File: config.mk
export PLATFORM = sky130hd
export DESIGN_NAME = conv3x3_engine
export DESIGN_NICKNAME = d
export VERILOG_FILES = /design/src/rtl/conv3x3_engine.sv
export SDC_FILE = /design/constraint.sdc
export NUM_CORES = 2
export LEC_CHECK = 0
export CAP_MARGIN = 20
export CELL_PAD_IN_SITES_DETAIL_PLACEMENT = 0
export CELL_PAD_IN_SITES_GLOBAL_PLACEMENT = 1
export CORE_MARGIN = 2
export CORE_UTILIZATION = 48
export CTS_CLUSTER_DIAMETER = 100
export CTS_CLUSTER_SIZE = 30
export DETAILED_ROUTE_END_ITERATION = 8
export HOLD_SLACK_MARGIN = 0.15
export PLACE_DENSITY = 0.79
export SYNTH_ARGS = -nofsm -noshare
export SYNTH_HDL_FRONTEND = slang
export SYNTH_SLANG_ARGS = --single-unit
File: constraint.sdc
create_clock -name clk -period 8.05 [get_ports clk]
set_input_delay 1.2075 -clock clk [delete_from_list [all_inputs] [get_ports clk]]
set_output_delay 1.2075 -clock clk [all_outputs]
set_load 0.02 [all_outputs]
File: src/rtl/conv3x3_engine.sv
// Streaming 3x3 convolution over a raster-order image, no padding.
// Two line buffers feed a 3x3 window; one MAC stage produces each result.
module conv3x3_engine #(
  parameter int IMG_W = 28,
  parameter int IMG_H = 28
) (
  input  logic              clk,
  input  logic              rst,
  input  logic              start,
  input  logic signed [7:0] kernel0,
  input  logic signed [7:0] kernel1,
  input  logic signed [7:0] kernel2,
  input  logic signed [7:0] kernel3,
  input  logic signed [7:0] kernel4,
  input  logic signed [7:0] kernel5,
  input  logic signed [7:0] kernel6,
  input  logic signed [7:0] kernel7,
  input  logic signed [7:0] kernel8,
  input  logic [7:0]        pixel_in,
  input  logic              pixel_valid,
  output logic              busy,
  output logic signed [19:0] conv_out,
  output logic              conv_valid,
  output logic              done
);

  localparam int CW = $clog2(IMG_W);
  localparam int RW = $clog2(IMG_H);

  typedef enum logic [1:0] {IDLE, RUN, FLUSH} state_e;

  state_e state_q, state_d;
  logic [CW-1:0] col_q, col_d;
  logic [RW-1:0] row_q, row_d;

  logic signed [7:0] k_q [9];
  logic signed [7:0] k_in [9];
  logic [7:0] lb0_q [IMG_W];
  logic [7:0] lb1_q [IMG_W];
  logic [7:0] win_q [9];

  logic win_vld_q, win_last_q;
  logic conv_valid_q, done_q;
  logic signed [19:0] conv_out_q;
  logic signed [19:0] sum;

  logic accept, col_end, last_px, win_done;

  assign k_in = '{kernel0, kernel1, kernel2,
                  kernel3, kernel4, kernel5,
                  kernel6, kernel7, kernel8};

  assign accept   = (state_q == RUN) && pixel_valid;
  assign col_end  = col_q == CW'(IMG_W - 1);
  assign last_px  = col_end && (row_q == RW'(IMG_H - 1));
  assign win_done = (row_q >= RW'(2)) && (col_q >= CW'(2));

  assign busy       = state_q != IDLE;
  assign conv_out   = conv_out_q;
  assign conv_valid = conv_valid_q;
  assign done       = done_q;

  always_comb begin
    state_d = state_q;
    col_d   = col_q;
    row_d   = row_q;
    unique case (state_q)
      IDLE: begin
        if (start) begin
          state_d = RUN;
          col_d   = '0;
          row_d   = '0;
        end
      end
      RUN: begin
        if (accept) begin
          col_d = col_end ? '0 : col_q + 1'b1;
          if (col_end) row_d = row_q + 1'b1;
          if (last_px) state_d = FLUSH;
        end
      end
      FLUSH: begin
        if (done_q) state_d = IDLE;
      end
      default: state_d = IDLE;
    endcase
  end

  // Pixel is zero-extended to 9b signed; each 17b product sign-extends into the sum.
  always_comb begin
    logic signed [16:0] px;
    logic signed [16:0] kw;
    logic signed [16:0] prod;
    sum = '0;
    for (int i = 0; i < 9; i++) begin
      px   = 17'($signed({1'b0, win_q[i]}));
      kw   = 17'(k_q[i]);
      prod = px * kw;
      sum  = sum + 20'(prod);
    end
  end

  always_ff @(posedge clk or negedge rst) begin
    if (!rst) begin
      state_q      <= IDLE;
      col_q        <= '0;
      row_q        <= '0;
      k_q          <= '{default: '0};
      win_q        <= '{default: '0};
      win_vld_q    <= 1'b0;
      win_last_q   <= 1'b0;
      conv_valid_q <= 1'b0;
      done_q       <= 1'b0;
      conv_out_q   <= '0;
    end else begin
      state_q <= state_d;
      col_q   <= col_d;
      row_q   <= row_d;
      if (state_q == IDLE && start) k_q <= k_in;
      if (accept) begin
        for (int r = 0; r < 3; r++) begin
          win_q[r*3]   <= win_q[r*3+1];
          win_q[r*3+1] <= win_q[r*3+2];
        end
        win_q[2] <= lb1_q[col_q];
        win_q[5] <= lb0_q[col_q];
        win_q[8] <= pixel_in;
      end
      win_vld_q    <= accept && win_done;
      win_last_q   <= accept && last_px;
      conv_valid_q <= win_vld_q;
      done_q       <= win_vld_q && win_last_q;
      if (win_vld_q) conv_out_q <= sum;
    end
  end

  // Line buffers hold no reset; only fully written rows ever reach the window.
  always_ff @(posedge clk) begin
    if (accept) begin
      lb1_q[col_q] <= lb0_q[col_q];
      lb0_q[col_q] <= pixel_in;
    end
  end

endmodule

==> summary.txt <==
STA
  – Final hold violations: 0
  – Tmin final: 7.88 ns
  – Worst Skew: 0.0577 ns
  – Tightest Pin Transition: 1.13 ns
  – Fin. max-slew vios: 0
  – Fmax: 0.127 GHz
  – Final worst path period share: 97.9%
  – Final setup violating endpoints: 0
  – Relative slew slack: 24.9%
  – Setup TNS: 0 ns

Global route
  – Largest net degree at the start of global routing: 76
  – Vias in the first global route: 28700
  – First-pass GRT wire length: 179 mm
  – Gr ovfl total: 0
  – Initial antenna violation count: 2
  – GR Util All Layers: 24.4%

Outcome
  – Status: complete, no violations

Synthesis
  – Synth Area in Adders: 33.0%
  – Post-synth top flop: edfxtp_1
  – Average cell area after synthesis: 12.5 um2
  – Proportion of synthesized chip area in sequential cells: 39.2%
  – Post-synthesis compound-gate area fraction: 1.86%
  – Post-synth top area share: 29.3%
  – Post-Syn Area: 45900 um2
  – Synth Area in Simple Gates: 9.89%
  – Yosys cell types: 66
  – Number of synthesized flops with an enable pin: 448
  – Mux contribution to synthesized area: 8.31%
  – Largest family of logic cells by synthesized area: adder cells
  – Post-synth ARST share: 28.7%
  – Syn Nets: 4613
  – Ranking of synthesized cells by area: edfxtp_1 29%, fa_1 25%, dfrtp_1 9.8%
  – Yosys Warn Count: 0
  – Count of state elements after synthesis: 628
  – XOR/XNOR share of the synthesized area: 0.458%
  – Post-synth top area cell: edfxtp_1
  – Syn Inst Count: 3661

Place
  – Input/output buffers: 106
  – Gpl congestion: 0.905
  – Detailed placement HPWL: 90.7 mm

Critical path
  – Crit-path cells: and2_1 > fa_1 > inv_1 > fa_1 > inv_1 > fa_1 > fa_2 > fa_1 > inv_1 > fa_1 > fa_1 > inv_2 > fa_1 > fa_1 > inv_1 > fa_1 > inv_1 > ha_4 > a211o_1 > or3_4 > o21ai_4 > nor4_2 > or4_1 > a31o_1
  – FF-to-FF End: conv_out[19]
  – Worst setup endpoint: conv_out[19]
  – Most frequent CP cell: fa_1
  – Slowest stage delay, CP: 0.55 ns
  – R2R setup slack: 0.17 ns
  – WS Path Type: reg -> reg
  – Worst R2R Path Depth: 24
  – Crit-path max FO: 4
  – Slowest-stage cell, CP: fa_1
  – Startpoint Class: flop
  – Worst r2r src: win_q[4]
  – Worst EP required: 8.64 ns
  – Critical path origin: win_q[4]
  – Worst setup EP type: flop
  – Worst Path Arrival: 8.47 ns

Run
  – MaxCap Viol Count: 0

Clock network
  – Sink Count: 628
  – Clock-pin transition on the worst setup and hold timing paths: 0.11 ns
  – Worst-Skew Late Latency: 0.70 ns
  – CTS tree: yes
  – Root buffer cell: clkbuf_16
  – CTS Buf Count: 31
  – H-tree levels: 1
  – Max Root-Sink Buffers: 3

Route
  – Number of remaining DRC errors: 0
  – WL/cell: 22.7 um
  – DR top layer: met4
  – WL met2: 58.9 mm
  – Initial drt markers: 1953
  – Vias per cell: 5.19
  – Routed WL: 116 mm
  – Met3 WL: 5.73 mm
  – 1st-pass router iterations: 5
  – Via Count: 26600
  – Routed Antenna Nets: 0
  – Metal1 wirelength: 49.1 mm

Final layout
  – Fillers: 8148
  – Commonest cells after routing, fill and taps aside: 729 x inv_1, 543 x fa_1, 448 x edfxtp_1, 383 x nand2_1, 346 x and2_1
  – Share of layout cells above drive strength 1: 14.1%
  – Antenna Cells: 0
  – Storage element area: 18000 um2
  – Final #Nets: 4799
  – Commonest non-fill, non-tap cell in the layout: inv_1
  – Synth-to-Final Area Change: 10.5%
  – Area of the multi-input gates: 24700 um2

Floorplanning
  – I/O pins: 107
  – Die ar.: 98000 um2
  – Starting Density: 48.3%
  – Die width: 313 um
  – Die H: 313 um
  – Core Box Area: 94900 um2
  – Cell row count: 113

Min path
  – Hold crit path type: in -> async
## flip-flops by register name (all words and copies together), names as in the netlist, 2 cells and up
| register | cells |
|---|---|
| k_q | 72 |
| lb0_q | 224 |
| win_q | 72 |
| col_q | 5 |
| state_q | 2 |
| lb1_q | 224 |
| row_q | 5 |
| conv_out | 20 |
## metal layers
layer,GRT usage (%),vias to the layer above
li1,-,12000
met1,33.5,13900
met2,42.3,659
met3,2.55,94
met4,5.36,0
met5,0,-
## metrics by stage
step / util, % / hold WS [ns] / std cells / setup WS [ns] / instance area (um2)
floorplan: - / 0.374 / 3661 / 0.253 / 45900
CTS: 52.8 / 0.445 / 5089 / 0.0109 / 50100
global placement: 51.6 / 0.431 / 5030 / 0.0233 / 49000
finish: 53.4 / 0.442 / 5137 / 0.173 / 50700
global route: 53.4 / 0.467 / 5137 / -0.0118 / 50700
detailed placement: 51.6 / 0.435 / 5031 / 0.0333 / 49000
## worst min path at each step
stage	startpoint	end	slack (ns)	cells after the start
2_1_floorplan	win_vld_q	conv_valid	0.37	0
3_3_place_gp	win_last_q	done	0.43	1
3_5_place_dp	win_last_q	done	0.43	1
4_1_cts	rst	win_q[64]	0.44	1
5_1_grt	rst	win_q[64]	0.47	1
6_report	rst	win_q[64]	0.44	1
## kinds of logic (layout without fill, tap and decap cells)
group                    count (synthesis)  in the layout
AO/OA/AOI/OAI                          129            129
XOR/XNOR                                24             24
adder cells (fa/ha/maj)                868            868
buffers and inverters                  877           1088
flip-flops                             628            628
multiplexers                           229            229
AND/OR/NAND/NOR                        906            906
## final cells by class
cell class                      count  area share, %
Inverter                          741           5.49
Clock inverter                     14          0.516
Clock buffer                       44           1.63
Timing Repair Buffer              289           4.98
Sequential cell                   628           35.6
Tap cell                         1265           3.12
Multi-Input combinational cell   2156           48.7
## worst max-delay path: cells and delay by family, from the launching register on
kind	cells	cell delay [ns]
buf+inv	6	0.38
flops	1	0.46
simple gates	4	1.05
compound gates	3	0.70
fa+ha+maj	11	5.15
## cell usage after synthesis, types with 15 or more instances
| cell type | instances |
|---|---|
| nor2b_1 | 17 |
| ha_1 | 300 |
| nand2b_1 | 24 |
| mux2i_1 | 32 |
| dfrtp_1 | 180 |
| o21ai_0 | 34 |
| and3_1 | 15 |
| mux2_2 | 84 |
| edfxtp_1 | 448 |
| xnor2_1 | 16 |
| clkbuf_1 | 101 |
| nand2_1 | 384 |
| fa_1 | 568 |
| mux4_2 | 113 |
| a21oi_1 | 26 |
| buf_2 | 15 |
| inv_1 | 738 |
| nor2_1 | 71 |
| and2_1 | 350 |
## timing repair
item | 4_1_cts | 5_1_grt
hold endpoints to repair | 0 | 0
hold buffers | 0 | 0
pin swaps | 0 | 38
setup buffers | 0 | 41
setup endpoints to repair | 1 | 8
cloned | 0 | 0
gates resized for setup | 1 | 105
Power is not shown: default switching activity piles up to over one toggle a cycle in this logic, so the estimate is an artifact.
